File: src/rtl/onehot_req_arbiter_pkg.sv
// Shared constants and FSM state encoding for the one-hot request arbiter.
package onehot_req_arbiter_pkg;

  localparam int NREQ = 8;
  localparam int IDXW = $clog2(NREQ);

  typedef enum logic {
    IDLE  = 1'b0,
    GRANT = 1'b1
  } state_t;

endpackage

File: src/rtl/onehot_req_arbiter_rr_pick.sv
// Round-robin picker: first set pending bit at or above ptr, wrapping 7->0.
// Purely combinational; pick is all-zero when pending is empty.
module onehot_req_arbiter_rr_pick
  import onehot_req_arbiter_pkg::*;
(
  input  logic [NREQ-1:0] pending,
  input  logic [IDXW-1:0] ptr,
  output logic [NREQ-1:0] pick,
  output logic [IDXW-1:0] pick_idx
);

  logic [IDXW-1:0] idx;
  logic            found;

  always_comb begin
    pick     = '0;
    pick_idx = '0;
    found    = 1'b0;
    idx      = '0;
    // idx is IDXW wide, so ptr + k wraps naturally past the top request
    for (int k = 0; k < NREQ; k++) begin
      idx = ptr + IDXW'(k);
      if (!found && pending[idx]) begin
        found     = 1'b1;
        pick[idx] = 1'b1;
        pick_idx  = idx;
      end
    end
  end

endmodule

File: src/rtl/onehot_req_arbiter.sv
// Edge-detects req into a pending vector and issues one-hot round-robin grants.
// Rise-to-grant_valid is 2 cycles; a grant holds until grant_ack, so at most one grant per 2 cycles.
module onehot_req_arbiter
  import onehot_req_arbiter_pkg::*;
#(
  parameter int NREQ = onehot_req_arbiter_pkg::NREQ
) (
  input  logic            clk,
  input  logic            rst,
  input  logic [NREQ-1:0] req,
  input  logic            en,
  output logic [NREQ-1:0] grant,
  output logic            grant_valid,
  input  logic            grant_ack,
  output logic [NREQ-1:0] pending,
  output logic            overflow
);

  state_t          state_q, state_d;
  logic [NREQ-1:0] req_q, req_d;
  logic [NREQ-1:0] pending_q, pending_d;
  logic            overflow_q, overflow_d;
  logic [NREQ-1:0] grant_q, grant_d;
  logic [IDXW-1:0] gidx_q, gidx_d;
  logic [IDXW-1:0] ptr_q, ptr_d;

  logic [NREQ-1:0] rise;
  logic [NREQ-1:0] clear;
  logic [NREQ-1:0] pick;
  logic [IDXW-1:0] pick_idx;

  onehot_req_arbiter_rr_pick u_rr_pick (
    .pending  (pending_q),
    .ptr      (ptr_q),
    .pick     (pick),
    .pick_idx (pick_idx)
  );

  always_comb begin
    rise  = req & ~req_q;
    clear = '0;
    if (state_q == GRANT && grant_ack) begin
      clear = grant_q;
    end

    req_d = req;
    // a rise coinciding with its own clear re-arms the bit as a fresh event
    pending_d  = (pending_q & ~clear) | rise;
    overflow_d = overflow_q | (|(rise & pending_q & ~clear));

    state_d = state_q;
    grant_d = grant_q;
    gidx_d  = gidx_q;
    ptr_d   = ptr_q;
    case (state_q)
      IDLE: begin
        if (en && (|pending_q)) begin
          grant_d = pick;
          gidx_d  = pick_idx;
          state_d = GRANT;
        end
      end
      GRANT: begin
        if (grant_ack) begin
          grant_d = '0;
          ptr_d   = gidx_q + IDXW'(1);
          state_d = IDLE;
        end
      end
      default: begin
        grant_d = '0;
        state_d = IDLE;
      end
    endcase
  end

  always_ff @(posedge clk or posedge rst) begin
    if (rst) begin
      state_q    <= IDLE;
      req_q      <= '1;
      pending_q  <= '0;
      overflow_q <= 1'b0;
      grant_q    <= '0;
      gidx_q     <= '0;
      ptr_q      <= '0;
    end else begin
      state_q    <= state_d;
      req_q      <= req_d;
      pending_q  <= pending_d;
      overflow_q <= overflow_d;
      grant_q    <= grant_d;
      gidx_q     <= gidx_d;
      ptr_q      <= ptr_d;
    end
  end

  assign grant       = grant_q;
  assign grant_valid = (state_q == GRANT);
  assign pending     = pending_q;
  assign overflow    = overflow_q;

endmodule

File: config.mk
export PLATFORM = sky130hd
export DESIGN_NAME = onehot_req_arbiter
export DESIGN_NICKNAME = d
export VERILOG_FILES = /design/src/rtl/onehot_req_arbiter_pkg.sv /design/src/rtl/onehot_req_arbiter_rr_pick.sv /design/src/rtl/onehot_req_arbiter.sv
export SDC_FILE = /design/constraint.sdc
export NUM_CORES = 1
export LEC_CHECK = 0
export CAP_MARGIN = 10
export CORE_MARGIN = 3
export CORE_UTILIZATION = 61
export DETAILED_ROUTE_END_ITERATION = 6
export MAX_ROUTING_LAYER = met4
export PLACE_DENSITY = 0.86
export RECOVER_POWER = 100
export SKIP_CTS_REPAIR_TIMING = 1
export SYNTH_ARGS = -nofsm -noshare
export SYNTH_HDL_FRONTEND = slang
export SYNTH_HIERARCHICAL = 1
export SYNTH_SLANG_ARGS = --single-unit
File: constraint.sdc
create_clock -name clk -period 5.1 [get_ports clk]
set_clock_uncertainty 0.05 [all_clocks]
set_input_delay 1.02 -clock clk [delete_from_list [all_inputs] [get_ports clk]]
set_output_delay 1.02 -clock clk [all_outputs]
set_load 0.005 [all_outputs]
==> metrics.log, run 1 <==
[metrics] half-perimeter wire length after detailed placement: approximately 4.7 mm
[metrics] WL/cell: 19.4 µm
[metrics] period utilization: a little over four fifths
[metrics] floorplan die width: between 70 and 80 µm
[metrics] cell with the most instances after synthesis: nand2_1
[metrics] post-synthesis register bit count: 32
[metrics] final cell utilization of the core: 76.1%
[metrics] number of remaining DRC errors: 0
[metrics] Clock transition at path regs: roughly 70 ps
[metrics] Setup-failing EPs final: 0
[metrics] CP max FO: 16
[metrics] top cell type's share of synthesized area: between 20% and 30%
[metrics] count of synthesis-stage warnings from yosys: 6
[metrics] Top FF cell, synth: dfrtp_1
[metrics] CP arrival: between 4000 and 5000 ps
[metrics] synthesized instance count: between 200 and 300
[metrics] number of top-level design ports: 30
[metrics] via count normalized by instance count: 6.67
[metrics] worst slew margin relative to its limit: -16.4%
[metrics] CP max-delay cell: ha_1
[metrics] count of endpoints failing hold in the final timing report: 0
[metrics] leading area contributor after synthesis: dfrtp_1
[metrics] Post-DRT Antenna Nets: 0
[metrics] Placed Instances: 327
[metrics] power per unit of standard cell area: about 590 nW/µm²
[metrics] root buffer selected by CTS: clkbuf_8
[metrics] leading post-synthesis cells by cell area: dfrtp_1 23%, mux4_2 11%, dfstp_2 8.2%
[metrics] Data required, critical path: 5220 ps
[metrics] ordered cell list for the critical path: inv_1 > ha_1 > mux4_2 > mux2i_1 > and2_0 > o21ai_1 > nor3b_4 > nand2_1 > a31o_1 > mux2_1
[metrics] startpoint of the worst register-to-register path: ptr_q[1]$_DFFE_PP0N_
[metrics] 1st-pass router iterations: 5
[metrics] floorplan row count: 22
[metrics] end of the worst hold path: ptr_q[0]$_DFFE_PP0N_
[metrics] highest achievable clock rate: roughly 230 MHz
[metrics] number of flops mapped to enable cells by yosys: 0
[metrics] peak ir drop on the vdd network: 0.000316 V
[metrics] TritonCTS clock tree: built
[metrics] depth of the worst register-to-register path: 10
[metrics] die height: just over 70 µm
[metrics] Syn Nets: between 200 and 300
[metrics] DIE AREA: roughly 5000 µm²
[metrics] number of maximum-capacitance constraint violations: 1
[metrics] total vias in the final route: 2233
[metrics] slew of the pin with the lowest slew margin: 1750 ps
[metrics] H-tree levels: 2
[metrics] wire length of the first global-routing pass: ~11 mm
[metrics] Setup TNS Final: 0 ps
[metrics] grt total ovfl: 0
[metrics] drt first-iter violations: about 290
[metrics] start point of the worst hold path: gidx_q[0]$_DFFE_PP0P_
[metrics] layout cell share with drive strength beyond 1: 15.7%
[metrics] RSZ-0062 raised after global routing: no
[metrics] area of the core region: 3850 µm²
[metrics] largest net degree at the start of global routing: 33
[metrics] average size of a mapped cell: ~10 µm²
[metrics] maximum clock insertion buffer count: 2
[metrics] effective utilization at floorplan: 66.4%
[metrics] static power due to leakage: roughly 1.2 nW
[metrics] most common library cells after synthesis: 34 x nand2_1, 25 x o21ai_0, 24 x dfrtp_1
[metrics] Non-Filler Instances: about 340
[metrics] insertion delay of the later-clocked pin in the worst-skew pair: about 300 ps
[metrics] number of global-route vias before repair: about 2.2k
[metrics] count of pins over their slew limit: 33
[metrics] hold path depth: 1
[metrics] delay contributed by the slowest stage of the critical path: roughly 760 ps
[metrics] proportion of synthesized flip-flops having asynchronous set or reset: 100%
[metrics] HP Class: flop to flop
[metrics] Diodes inserted: 0
[metrics] outcome: complete, but fails checks
[metrics] failing checks: capacitance limit, slew limit
[metrics] sequential element share of the synthesized area: between 30% and 40%
[metrics] Worst setup EP type: flop
[metrics] number of port buffers: 29
[metrics] startpoint types: flop
[metrics] Critical R2R Capture: gidx_q[1]$_DFFE_PP0P_
[metrics] Reg2Reg Setup Slack: around 800 ps
[metrics] # clock sinks: 32
[metrics] P&R area growth vs syn: 14.6%
[metrics] CTS Buf Count: 5
[metrics] post-detailed-routing wire length: approximately 6.5 mm
[metrics] distinct cell type count of the synthesized netlist: between 50 and 60
[metrics] global placement routability congestion: around 0.91
[metrics] initial antenna violation count: 0
[metrics] net count reported at finish: between 300 and 400
[metrics] class of the most critical setup path: flop to flop
[metrics] Tmin final: around 4300 ps
[metrics] Syn Std Cell Area: 2560 µm²
[metrics] total routing resource utilization after global routing: 28.6%
-- how the worst max path moves through the flow --
stage | from | end | slack (ps)
3_3_place_gp | ptr_q[1]$_DFFE_PP0N_ | gidx_q[1]$_DFFE_PP0P_ | 1170
4_1_cts | ptr_q[1]$_DFFE_PP0N_ | gidx_q[1]$_DFFE_PP0P_ | 1050
2_1_floorplan | ptr_q[0]$_DFFE_PP0N_ | gidx_q[2]$_DFFE_PP0P_ | 1650
5_1_grt | ptr_q[1]$_DFFE_PP0N_ | gidx_q[1]$_DFFE_PP0P_ | 450
3_5_place_dp | ptr_q[1]$_DFFE_PP0N_ | gidx_q[1]$_DFFE_PP0P_ | 1060
6_report | ptr_q[1]$_DFFE_PP0N_ | gidx_q[1]$_DFFE_PP0P_ | 800
-- per-stage QoR --
stage	instance area, µm²	total power [mW]	hold WS, ps	setup WS (ps)
after floorplan	2560	1.20	416	1650
after global placement	2850	1.45	459	1170
after detailed placement	2850	1.48	458	1060
after CTS	2960	1.75	479	1050
after global routing	2930	1.84	502	451
final	2930	1.72	485	797
-- state kept, by name (all words and copies together) (netlist names) --
name	flops
grant	8
req_q	8
overflow	1
pending	8
gidx_q	3
grant_valid	1
ptr_q	3
-- placed cells by master, fill, tap and decap left out, drive strengths merged, types with 4 or more instances in the layout --
| cell | n |
|---|---|
| or3 | 4 |
| a21oi | 5 |
| o21ai | 30 |
| dlygate4sd3 | 28 |
| mux4 | 12 |
| ha | 7 |
| dfrtp | 24 |
| dfstp | 8 |
| inv | 22 |
| mux2i | 18 |
| mux2 | 11 |
| o211ai | 4 |
| nand2 | 34 |
| clkbuf | 7 |
| a221oi | 5 |
| nor2 | 5 |
| nand3 | 11 |
-- critical path, delay by kind of cell (launching register included) --
family,cells,cell delay (ps)
multiplexers,3,1070
AND/OR/NAND/NOR,3,900
adder cells (fa/ha/maj),1,760
flip-flops,1,650
AO/OA/AOI/OAI,2,550
buffers and inverters,1,200
-- per-layer routing --
metal,GRT usage [%],wire length (µm),vias to the layer above
met1,38.9,2800,1074
met3,6.53,464,20
met2,43.8,3090,120
met4,7.10,131,0
met5,-,0,-
li1,-,-,1019
-- power breakdown --
group / switching, mW / internal, mW
Sequential: 0.135 / 0.326
Clock: 0.109 / 0.147
Combinational: 0.530 / 0.478
-- logic make-up after synthesis --
family                     share of synthesized area [%]
AOI/OAI and AO/OA                                   19.9
and+or+nand+nor                                     13.5
muxes                                               23.0
buffers and inverters                               6.75
DFF                                                 31.7
adders and majority gates                           3.42
xor gates and xnor gates                            1.71
-- layout make-up --
class | instances | area (µm²)
Tap cell | 48 | 60.1
Clock buffer | 5 | 68.8
Inverter | 21 | 78.8
Timing Repair Buffer | 33 | 313
Multi-Input combinational cell | 193 | 1560
Fill cell | 281 | 921
Clock inverter | 3 | 46.3
Sequential cell | 32 | 811
No activity file was read; power rests on OpenSTA's default activity.
==> run 2, diff against run 1 <==
Settings changed: CORE_UTILIZATION 61 to 57, PLACE_DENSITY 0.86 to 0.81.
Clock period 5.1 ns to 4.08 ns, I/O delays scaled along.
==> run 2 against run 1 <==
  * The run now ends clean
  * Clock-buffer cell count is 1 higher
  * Sequential cell count unchanged
  * Fmax rose by 18%
  * Largest power group unchanged
==> metrics.log, run 2 (same netlist as run 1, synthesis figures left out) <==
[metrics] outcome: complete, no violations
[metrics] via count normalized by instance count: around 6.6
[metrics] static power due to leakage: around 1.2 nW
[metrics] global placement routability congestion: between 0.9 and 1
[metrics] largest net degree at the start of global routing: 21
[metrics] Worst setup EP type: flop
[metrics] WL/cell: ~19 µm
[metrics] number of remaining DRC errors: 0
[metrics] 1st-pass router iterations: 4
[metrics] slew of the pin with the lowest slew margin: between 800 and 900 ps
[metrics] die height: between 70 and 80 µm
[metrics] total vias in the final route: approximately 2.2k
[metrics] Final Cell Area: about 3000 µm²
[metrics] Power Internal: about 1.2 mW
[metrics] post-detailed-routing wire length: ~6.5 mm
[metrics] HP Class: flop to flop
[metrics] CP arrival: around 3800 ps
[metrics] Post-DRT Antenna Nets: 0
[metrics] most common cell after layout, fill and taps aside: nand2_1
[metrics] Sw Share: 45.3%
[metrics] Setup TNS Final: 0 ps
[metrics] detailed-routed wire length on met2: ~3.2 mm
[metrics] drt first-iter violations: roughly 240
[metrics] Detail Route met3 WL: ~420 µm
[metrics] number of filler cells placed in the layout: between 300 and 400
[metrics] insertion delay of the later-clocked pin in the worst-skew pair: 290 ps
[metrics] Tmin final: 3660 ps
[metrics] DIE AREA: 5330 µm²
[metrics] period utilization: approximately 90%
[metrics] H-tree levels: 2
[metrics] Setup-failing EPs final: 0
[metrics] P&R area growth vs syn: 15.4%
[metrics] startpoint types: flop
[metrics] half-perimeter wire length after detailed placement: between 4 and 5 mm
[metrics] grt total ovfl: 0
[metrics] class of the most critical setup path: flop to flop
[metrics] net switching power: 0.962 mW
[metrics] maximum clock insertion buffer count: 2
[metrics] initial antenna violation count: 0
[metrics] Diodes inserted: 0
[metrics] # clock sinks: 32
[metrics] Clock transition at path regs: 70 ps
[metrics] number of port buffers: 29
[metrics] Data required, critical path: 4200 ps
[metrics] RSZ-0062 raised after global routing: no
[metrics] total placed instance area: 2880 µm²
[metrics] highest achievable clock rate: 273 MHz
[metrics] fraction of power consumed by sequential logic: a little over a quarter
[metrics] number of global-route vias before repair: about 2.2k
[metrics] CTS Buf Count: 5
[metrics] count of endpoints failing hold in the final timing report: 0
[metrics] TritonCTS clock tree: built
[metrics] effective utilization at floorplan: roughly three fifths
[metrics] root buffer selected by CTS: clkbuf_8
[metrics] share of total power in the clock network: 12.2%
[metrics] number of top-level design ports: 30
[metrics] wire length of the first global-routing pass: between 10 and 15 mm
[metrics] layout cell share with drive strength beyond 1: approximately 18%
[metrics] Comb pwr share: between 60% and 70%
[metrics] floorplan row count: 23
[metrics] peak ir drop on the vdd network: roughly 0.00044 V
[metrics] count of pins over their slew limit: 0
[metrics] CP max FO: 16
[metrics] Max Used Layer: met4
[metrics] post-route met1 wirelength: around 2.8 mm
[metrics] top library cells by usage in the layout, fill and taps aside: 34 x nand2_1, 28 x o21ai_0, 28 x dlygate4sd3_1, 24 x dfrtp_1, 21 x inv_1
[metrics] power per unit of standard cell area: about 700 nW/µm²
[metrics] net count reported at finish: 309
[metrics] worst slew margin relative to its limit: a little over two fifths
[metrics] area of the core region: 4170 µm²
[metrics] number of maximum-capacitance constraint violations: 0
[metrics] floorplan die width: 73 µm
[metrics] total routing resource utilization after global routing: ~28%
[run 2: cell types whose count changed in the layout (fill, tap and decap cells not counted), moves of 2 or more]
cell      before  now
o311ai_1       2    0
o311ai_0       0    2
a221oi_1       3    1
buf_4          2    5
o21ai_1        3    1
a221oi_2       2    4
[run 2: cell type report]
class | count | area [µm²] | share of cell area (%)
clock buffer | 6 | 82.6 | 2.80
inverter | 21 | 78.8 | 2.67
timing repair buffer | 37 | 339 | 11.5
clock inverter | 2 | 15.0 | 0.508
tap | 50 | 62.6 | 2.12
sequential | 32 | 811 | 27.5
multi-input combinational | 193 | 1560 | 53.0
[run 2: power by group through the flow]
| stage | Sequential [mW] | Clock (mW) | Combinational (mW) |
|---|---|---|---|
| after floorplan | 0.508 | 0 | 0.998 |
| after global placement | 0.553 | 0 | 1.30 |
| after detailed placement | 0.558 | 0 | 1.33 |
| after CTS | 0.553 | 0.266 | 1.34 |
| after global routing | 0.567 | 0.279 | 1.43 |
| final | 0.553 | 0.260 | 1.31 |
[run 2: routing by layer]
metal / GRT usage, % / vias to the layer above
met4: 9.43 / 0
met5: - / -
met3: 4.41 / 17
met1: 36.2 / 1092
li1: - / 1031
met2: 45.1 / 96
[run 2: worst paths after layout]
kind | from | to | slack [ps] | cells past startpoint
min reg2reg | gidx_q[0]$_DFFE_PP0P_ | ptr_q[0]$_DFFE_PP0N_ | 470 | 1
max in group asynchronous | rst | req_q[2]$_DFF_PP1_ | 2070 | 3
max reg2reg | ptr_q[2]$_DFFE_PP0N_ | gidx_q[1]$_DFFE_PP0P_ | 420 | 11
min in group asynchronous | rst | grant[5]$_DFFE_PP0P_ | 1010 | 2
max | ptr_q[2]$_DFFE_PP0N_ | gidx_q[1]$_DFFE_PP0P_ | 420 | 11
min | gidx_q[0]$_DFFE_PP0P_ | ptr_q[0]$_DFFE_PP0N_ | 470 | 1
[run 2: critical path: stages (launching register included)]
cell and delay [ps]:
dfrtp_1 700, inv_1 200, ha_1 380, inv_1 140, mux2_4 350, a2111oi_2 340, o21ai_2 90, buf_4 180
nor3b_2 560, nand2_1 120, a31o_1 190, mux2_4 250
[run 2: per-stage QoR]
stage / hold WS [ps] / total power, mW / cells / worst slack (ps) / util, %
final: 465 / 2.12 / 341 / 422 / 70.8
after global routing: 501 / 2.27 / 341 / 164 / 70.8
after CTS: 470 / 2.15 / 341 / 562 / 71.3
after detailed placement: 463 / 1.88 / 333 / 588 / 69.0
after global placement: 456 / 1.85 / 333 / 634 / 69.0
after floorplan: 416 / 1.51 / 261 / 635 / -
==> run 3, diff against run 2 <==
Settings changed: GPL_TIMING_DRIVEN set to 0, RECOVER_POWER 100 to not set, SLEW_MARGIN set to 20.
==> run 3 against run 2 <==
  * Via count did not move
  * Sequential cell count unchanged
  * Final area is 1.8% higher
  * Clock power down 12%
  * Non-clock buffer count up 7
  * Hold slack worse by 3.7 ps
  * Cell count increased by 2.1%
==> metrics.log, run 3 (same netlist as run 1, synthesis figures left out) <==
[metrics] maximum clock insertion buffer count: 2
[metrics] met2 track utilization from global routing: between 40% and 50%
[metrics] total vias in the final route: around 2.2k
[metrics] initial antenna violation count: 0
[metrics] largest net degree at the start of global routing: 33
[metrics] class of the most critical setup path: flop to flop
[metrics] insertion delay of the later-clocked pin in the worst-skew pair: between 200 and 300 ps
[metrics] Sw Share: ~44%
[metrics] number of global-route vias before repair: approximately 2.2k
[metrics] Diodes inserted: 0
[metrics] slew of the pin with the lowest slew margin: roughly 630 ps
[metrics] outcome: complete, no violations
[metrics] TritonCTS clock tree: built
[metrics] Data required, critical path: 4200 ps
[metrics] count of endpoints failing hold in the final timing report: 0
[metrics] power per unit of standard cell area: just over 700 nW/µm²
[metrics] net switching power: ~0.95 mW
[metrics] H-tree levels: 2
[metrics] top library cells by usage in the layout, fill and taps aside: 34 x nand2_1, 28 x clkdlybuf4s50_1, 25 x o21ai_0, 24 x dfrtp_1, 20 x inv_1
[metrics] worst slack after detailed placement: 57.2 ps
[metrics] highest-utilization routing layer at the global route stage: met2
[metrics] Worst setup EP type: flop
[metrics] Final WS setup: 265 ps
[metrics] number of filler cells placed in the layout: 318
[metrics] share of total power in the clock network: 10.7%
[metrics] worst slew margin relative to its limit: around 58%
[metrics] RSZ-0062 raised after global routing: no
[metrics] Post-DRT Antenna Nets: 0
[metrics] root buffer selected by CTS: clkbuf_8
[metrics] Clock transition at path regs: 70 ps
[metrics] static power due to leakage: 1.25 nW
[metrics] half-perimeter wire length after detailed placement: about 4.7 mm
[metrics] startpoint types: flop
[metrics] number of port buffers: 28
[metrics] highest achievable clock rate: 262 MHz
[metrics] # clock sinks: 32
[metrics] Comb pwr share: 63.8%
[metrics] WL/cell: roughly 18 µm
[metrics] CP max FO: 10
[metrics] number of maximum-capacitance constraint violations: 0
[metrics] 1st-pass router iterations: 4
[metrics] wire length of the first global-routing pass: 10.7 mm
[metrics] peak ir drop on the vdd network: 0.000422 V
[metrics] DIE AREA: ~5300 µm²
[metrics] number of top-level design ports: 30
[metrics] floorplan die width: ~73 µm
[metrics] total routing resource utilization after global routing: about a quarter
[metrics] global placement routability congestion: 0.922
[metrics] die height: about 73 µm
[metrics] Setup-failing EPs final: 0
[metrics] M3 GR Usage: about 3.3%
[metrics] grt total ovfl: 0
[metrics] drt first-iter violations: slightly above 200
[metrics] HP Class: flop to flop
[metrics] CP arrival: 3940 ps
[metrics] via count normalized by instance count: ~6.4
[metrics] Tmin final: around 3800 ps
[metrics] number of remaining DRC errors: 0
[metrics] most common cell after layout, fill and taps aside: nand2_1
[metrics] P&R area growth vs syn: 17.5%
[metrics] area of the core region: 4170 µm²
[metrics] floorplan row count: 23
[metrics] period utilization: between 90 and 100%
[metrics] met1 track demand over resource: about 36%
[metrics] fraction of power consumed by sequential logic: between 20% and 30%
[metrics] CTS Buf Count: 5
[metrics] net count reported at finish: between 300 and 400
[metrics] effective utilization at floorplan: 61.3%
[metrics] Power Internal: between 1 and 1.5 mW
[metrics] layout cell share with drive strength beyond 1: 20.8%
[metrics] count of pins over their slew limit: 0
[metrics] post-detailed-routing wire length: between 6 and 7 mm
[metrics] Setup TNS Final: 0 ps
run 3: changes by cell type in the layout (fill, tap and decap cells not counted), sizes merged:
cell,delta
dlygate4sd3,-28
clkinvlp,-2
buf,+11
clkbuf,-2
clkinv,+1
clkdlybuf4s50,+27
run 3: final cells by class:
class | count | area [µm²] | share of cell area, %
repair buffers | 30 | 295 | 9.82
inverters | 21 | 78.8 | 2.62
clock buffers | 7 | 76.3 | 2.54
clock inverters | 1 | 5.00 | 0.166
flip-flops and latches | 32 | 811 | 27.0
plain buffers | 14 | 90.1 | 3.00
well taps | 50 | 62.6 | 2.08
multi-input cells | 193 | 1590 | 52.8
run 3: critical path, stage by stage (launching register included):
cell and delay, ps:
dfrtp_1 430, buf_6 180, inv_1 80, buf_2 220, ha_1 310, buf_2 200
buf_2 280, mux4_2 600, mux2i_4 270, o21ai_0 120, a221oi_1 270, o21ai_1 110
a31oi_1 180, a21oi_1 130, mux2_4 270
run 3: metal layers:
layer	routed length, µm	share of wire [%]	up-vias
li1	-	-	1043
met5	0	0	-
met1	2780	44	1108
met4	86	1.4	0
met2	3170	50	75
met3	285	4.5	10
run 3: worst paths after layout:
check / startpoint / endpoint / slack (ps) / cells past startpoint
setup / recovery: ptr_q[0]$_DFFE_PP0N_ / gidx_q[2]$_DFFE_PP0P_ / 270 / 14
hold / removal: gidx_q[1]$_DFFE_PP0P_ / gidx_q[1]$_DFFE_PP0P_ / 460 / 1
setup reg to reg: ptr_q[0]$_DFFE_PP0N_ / gidx_q[2]$_DFFE_PP0P_ / 270 / 14
hold reg to reg: gidx_q[1]$_DFFE_PP0P_ / gidx_q[1]$_DFFE_PP0P_ / 460 / 1
max in group asynchronous: rst / pending[1]$_DFF_PP0_ / 2680 / 2
min in group asynchronous: rst / gidx_q[0]$_DFFE_PP0P_ / 880 / 2
run 3: power groups by stage:
stage / registers, mW / clock network (mW) / logic (mW)
floorplan: 0.508 / 0 / 0.998
global placement: 0.547 / 0 / 1.30
detailed placement: 0.547 / 0 / 1.33
CTS: 0.543 / 0.236 / 1.34
global route: 0.565 / 0.250 / 1.50
finish: 0.546 / 0.230 / 1.37
run 3: metrics by stage:
step           area, µm²  utilization [%]  cells  hold WS (ps)  power, mW
2_1_floorplan       2560                -    261           416       1.51
3_3_place_gp        2900             69.5    339           442       1.85
3_5_place_dp        2900             69.5    339           450       1.88
4_1_cts             2980             71.5    347           467       2.12
5_1_grt             3010             72.1    348           488       2.31
6_report            3010             72.1    348           462       2.14
==> RTL change 1: new RTL, settings of run 1 <==
Take the reset off `pending_q` and load it in a clocked block of its own.
--- a/src/rtl/onehot_req_arbiter.sv
+++ b/src/rtl/onehot_req_arbiter.sv
@@ -80,3 +80,2 @@
       req_q      <= '1;
-      pending_q  <= '0;
       overflow_q <= 1'b0;
@@ -88,3 +87,2 @@
       req_q      <= req_d;
-      pending_q  <= pending_d;
       overflow_q <= overflow_d;
@@ -94,2 +92,6 @@
     end
+  end
+
+  always_ff @(posedge clk) begin
+    pending_q <= pending_d;
   end
Behaviour: differs if rst is asserted again (counterexample within 4 cycles, from zero or initial values and one cycle with rst high); with rst held inactive, the same outputs for 10 cycles.
==> RTL change 1 against run 1 <==
  * Non-clock buffer count fell by 2
  * Power shrank 2.6%
  * Cell area down 2.4%
  * Area after synthesis down 0.64%
  * First-iteration DRC count decreased by 1.7%
  * Routed wire length about the same
  * Sequential cell count did not move
  * Worst setup slack lost 0.13 ns
  * Critical path type unchanged
  * Critical endpoint is now gidx_q[0]$_DFFE_PP0P_
  * Largest cell class unchanged
==> RTL change 1: results (changes against run 1) <==
| Metric | Value |
|---|---|
| Outcome | `complete, no violations` |
| Via density | `6.740 (+1.1%)` |
| Critical Path AT | `4.56 ns (+0.14 ns)` |
| Reg2reg path depth | `11 (+1)` |
| Leak | `0.001160 uW (-3.3%)` |
| Clock buf count | `6 (+1)` |
| First-pass GRT wire length | `10,830 um (-1.9%)` |
| Storage cell area | `770.7 um2 (-4.9%)` |
| Worst hold start | `req_q[6]$_DFF_PP1_` |
| Pre-CTS setup slack | `0.9389 ns (-0.1203 ns)` |
| Drt wl/cell | `19.40 um (+0.21%)` |
| WL met1 | `2775 um (-0.86%)` |
| Met3 WL post-DR | `453 um (-2.4%)` |
| Synth area leaders | `dfrtp_1 (16%), mux4_2 (11%), dfstp_2 (8.3%), mux2i_1 (7.1%), dfxtp_1 (6.3%)` |
| Wire length on met2 | `3118 um (+0.87%)` |
| CP max stage delay | `0.83 ns (+0.07 ns)` |
| Multi-input gate count | `196 (+1.6%)` |
| Fraction of layout instances using a drive strength above 1 | `0.1643 (+0.007541)` |
| Clock-cell share | `0.03103 (-0.008218)` |
| Reg2reg setup slack | `0.67 ns (-0.13 ns)` |
| FFs & Latches | `32 (unchanged)` |
| Met2 Use GR | `0.4376 (about the same)` |
| Met1 usage | `0.3806 (-0.008703)` |
| Count of non-CTS inverters in the layout | `19 (-9.5%)` |
| NonClk Buf Share | `0.1066 (about the same)` |
| Multi-input combinational area share | `0.5472 (+0.01691)` |
| Hold Slack | `0.4677 ns (-0.01779 ns)` |
| Top post-synthesis cells by count | `nand2_1 (38), o21ai_0 (23), inv_1 (19)` |
| GPL Wtd Cong | `0.9792 (+8.0%)` |
| Ys async rst share | `0.7500 (-0.2500)` |
==> RTL change 1: changes by cell type in the layout (fill, tap and decap cells not counted), moves of 2 or more <==
cell / before / now
nand4b_1: 1 / 4
inv_1: 21 / 19
nand2b_1: 3 / 6
dfxtp_1: 0 / 8
nand2_1: 34 / 38
dfrtp_1: 24 / 16
a21o_1: 2 / 0
==> RTL change 1: logic make-up (layout without fill, tap and decap cells) <==
family | after synthesis | after routing | synth area share
xor+xnor | 5 | 5 | 0.01723
buf+inv | 34 | 58 | 0.06939
simple gates | 77 | 77 | 0.1560
flops | 32 | 32 | 0.3031
compound gates | 66 | 66 | 0.1880
fa+ha+maj | 7 | 7 | 0.03445
mux | 41 | 41 | 0.2318
==> RTL change 1: through the flow <==
step                utilization  instances  area [um2]
floorplan                     -        262        2542
global placement         0.7325        326        2803
detailed placement       0.7325        326        2803
CTS                      0.7557        334        2892
global route             0.7482        334        2863
finish                   0.7482        334        2863
==> RTL change 2: new RTL, config.mk and constraints of run 1 <==
Without the edit above. The package constant `NREQ` goes from 8 to 4.
--- a/src/rtl/onehot_req_arbiter_pkg.sv
+++ b/src/rtl/onehot_req_arbiter_pkg.sv
@@ -3,3 +3,3 @@
 
-  localparam int NREQ = 8;
+  localparam int NREQ = 4;
   localparam int IDXW = $clog2(NREQ);
Ports: changed (resized grant, pending and req); port bits go from 30 to 18. The function was not compared with the original's and may differ.
==> RTL change 2 against run 1 <==
  * Cell area down 52%
  * Non-clock buffer count down 16
  * Area after synthesis down 51%
  * Power down 61%
  * Largest power group unchanged
  * Routed wire length down 60%
  * First-iteration DRC count down 86%
  * Worst setup slack better by 1.6 ns
  * Hold slack worse by 0.056 ns
  * Sequential cell count down 14
  * Register-to-register slack better by 1.6 ns
==> RTL change 2: results (changes against run 1) <==
| Metric | Value |
|---|---|
| Pre-CTS setup slack | `2.447 ns (+1.388 ns)` |
| Wire length on met2 | `1307 um (-58%)` |
| Inst Count DP | `163 (-50%)` |
| IO Port Bufs | `17 (-41%)` |
| H-tree Lvls | `1 (-1)` |
| Fraction of layout instances using a drive strength above 1 | `0.1338 (-0.02299)` |
| Slowest-stage cell, CP | `nor3b_1` |
| Worst hold start | `overflow$_DFF_PP0_` |
| Fillers | `124 (-56%)` |
| Syn avg cell area | `9.631 um2 (-1.8%)` |
| DR vias | `995 (-55%)` |
| Critical Path AT | `2.87 ns (-1.55 ns)` |
| Vias in the first global route | `974 (-56%)` |
| GR Util met3 | `0.04373 (-0.02161)` |
| Synth area leaders | `dfrtp_1 (28%), dfstp_2 (8.5%), nand2_1 (6.0%), mux4_2 (5.4%), ha_1 (5.0%)` |
| CP Max Fanout | `7 (-9)` |
| Met1 usage | `0.3099 (-0.07946)` |
| Outcome | `complete, no violations` |
| First-pass GRT wire length | `4498 um (-59%)` |
| GPL Wtd Cong | `0.7750 (-15%)` |
| GRT Overall Usage | `0.2388 (-0.04770)` |
| WL met1 | `1085 um (-61%)` |
| Initial Util | `0.6825 (+0.01851)` |
| Clock buffers created by TritonCTS | `3 (-2)` |
| CTS clk-pin slew, worst paths | `0.10 ns (+0.03 ns)` |
| Slew HR | `0.1453 (+0.3098)` |
| DP Wirelength | `1923 um (-59%)` |
| Launch point of the worst path | `en` |
| Met3 WL post-DR | `150 um (-68%)` |
| Cell variety after synth | `39 (-32%)` |
| Max Cap Viol | `0 (-1)` |
| Post-synthesis sequential area ratio | `0.3666 (+0.04970)` |
| Largest net degree at the start of global routing | `20 (-39%)` |
| Final Cell Area | `1410 um2 (-52%)` |
| Peak VDD IR | `0.0003482 V (+10%)` |
| DRT Pass-1 Iters | `4 (-1)` |
## RTL change 2: changes by cell type after synthesis, sizes merged, moves of 7 or more
cell	run 1	this run
mux4	12	3
nand2	34	20
mux2i	18	6
o21ai	30	13
dfrtp	24	14
nand3	11	4
inv	21	12
mux2	11	2
buf	14	5
## RTL change 2: cell families (layout without fill, tap and decap cells)
logic type               count (synthesis)  after routing  synth area share
AO/OA/AOI/OAI                           29             29            0.1601
XOR/XNOR                                 1              1          0.007051
adder cells (fa/ha/maj)                  5              5           0.05035
buffers and inverters                   20             33           0.07854
flip-flops                              18             18            0.3666
multiplexers                            11             11            0.1269
AND/OR/NAND/NOR                         45             45            0.2105
## RTL change 2: power by group
group	internal (uW)	total (uW)	switching, uW	leakage, uW
clock	43.5	87.5	43.9	0.0000210
combinational	175	322	147	0.000382
sequential	182	270	88.1	0.000203
total	401	680	279	0.000606
## RTL change 2: worst min-delay path: cells and delay by family, from the launching register on
kind	cells	cell delay (ns)
AOI/OAI and AO/OA	1	0.04
and+or+nand+nor	1	0.06
DFF	1	0.35
## RTL change 2: worst paths after layout
path                                    endpoint  slack, ns  cells after the start
min reg2reg                   overflow$_DFF_PP0_       0.43                      2
max                        gidx_q[0]$_DFFE_PP0P_       2.36                      3
max reg2reg                gidx_q[1]$_DFFE_PP0P_       2.41                      7
max in group asynchronous   pending[2]$_DFF_PP0_       3.38                      2
min                           overflow$_DFF_PP0_       0.43                      2
min in group asynchronous  grant_valid$_DFF_PP0_       1.21                      2
## RTL change 2: area by class of cell
cell class | count | share of cell area
Multi-Input combinational cell | 91 | 0.4765
Sequential cell | 18 | 0.3230
Timing Repair Buffer | 17 | 0.1207
Inverter | 12 | 0.03194
Clock buffer | 4 | 0.02573
Tap cell | 25 | 0.02218
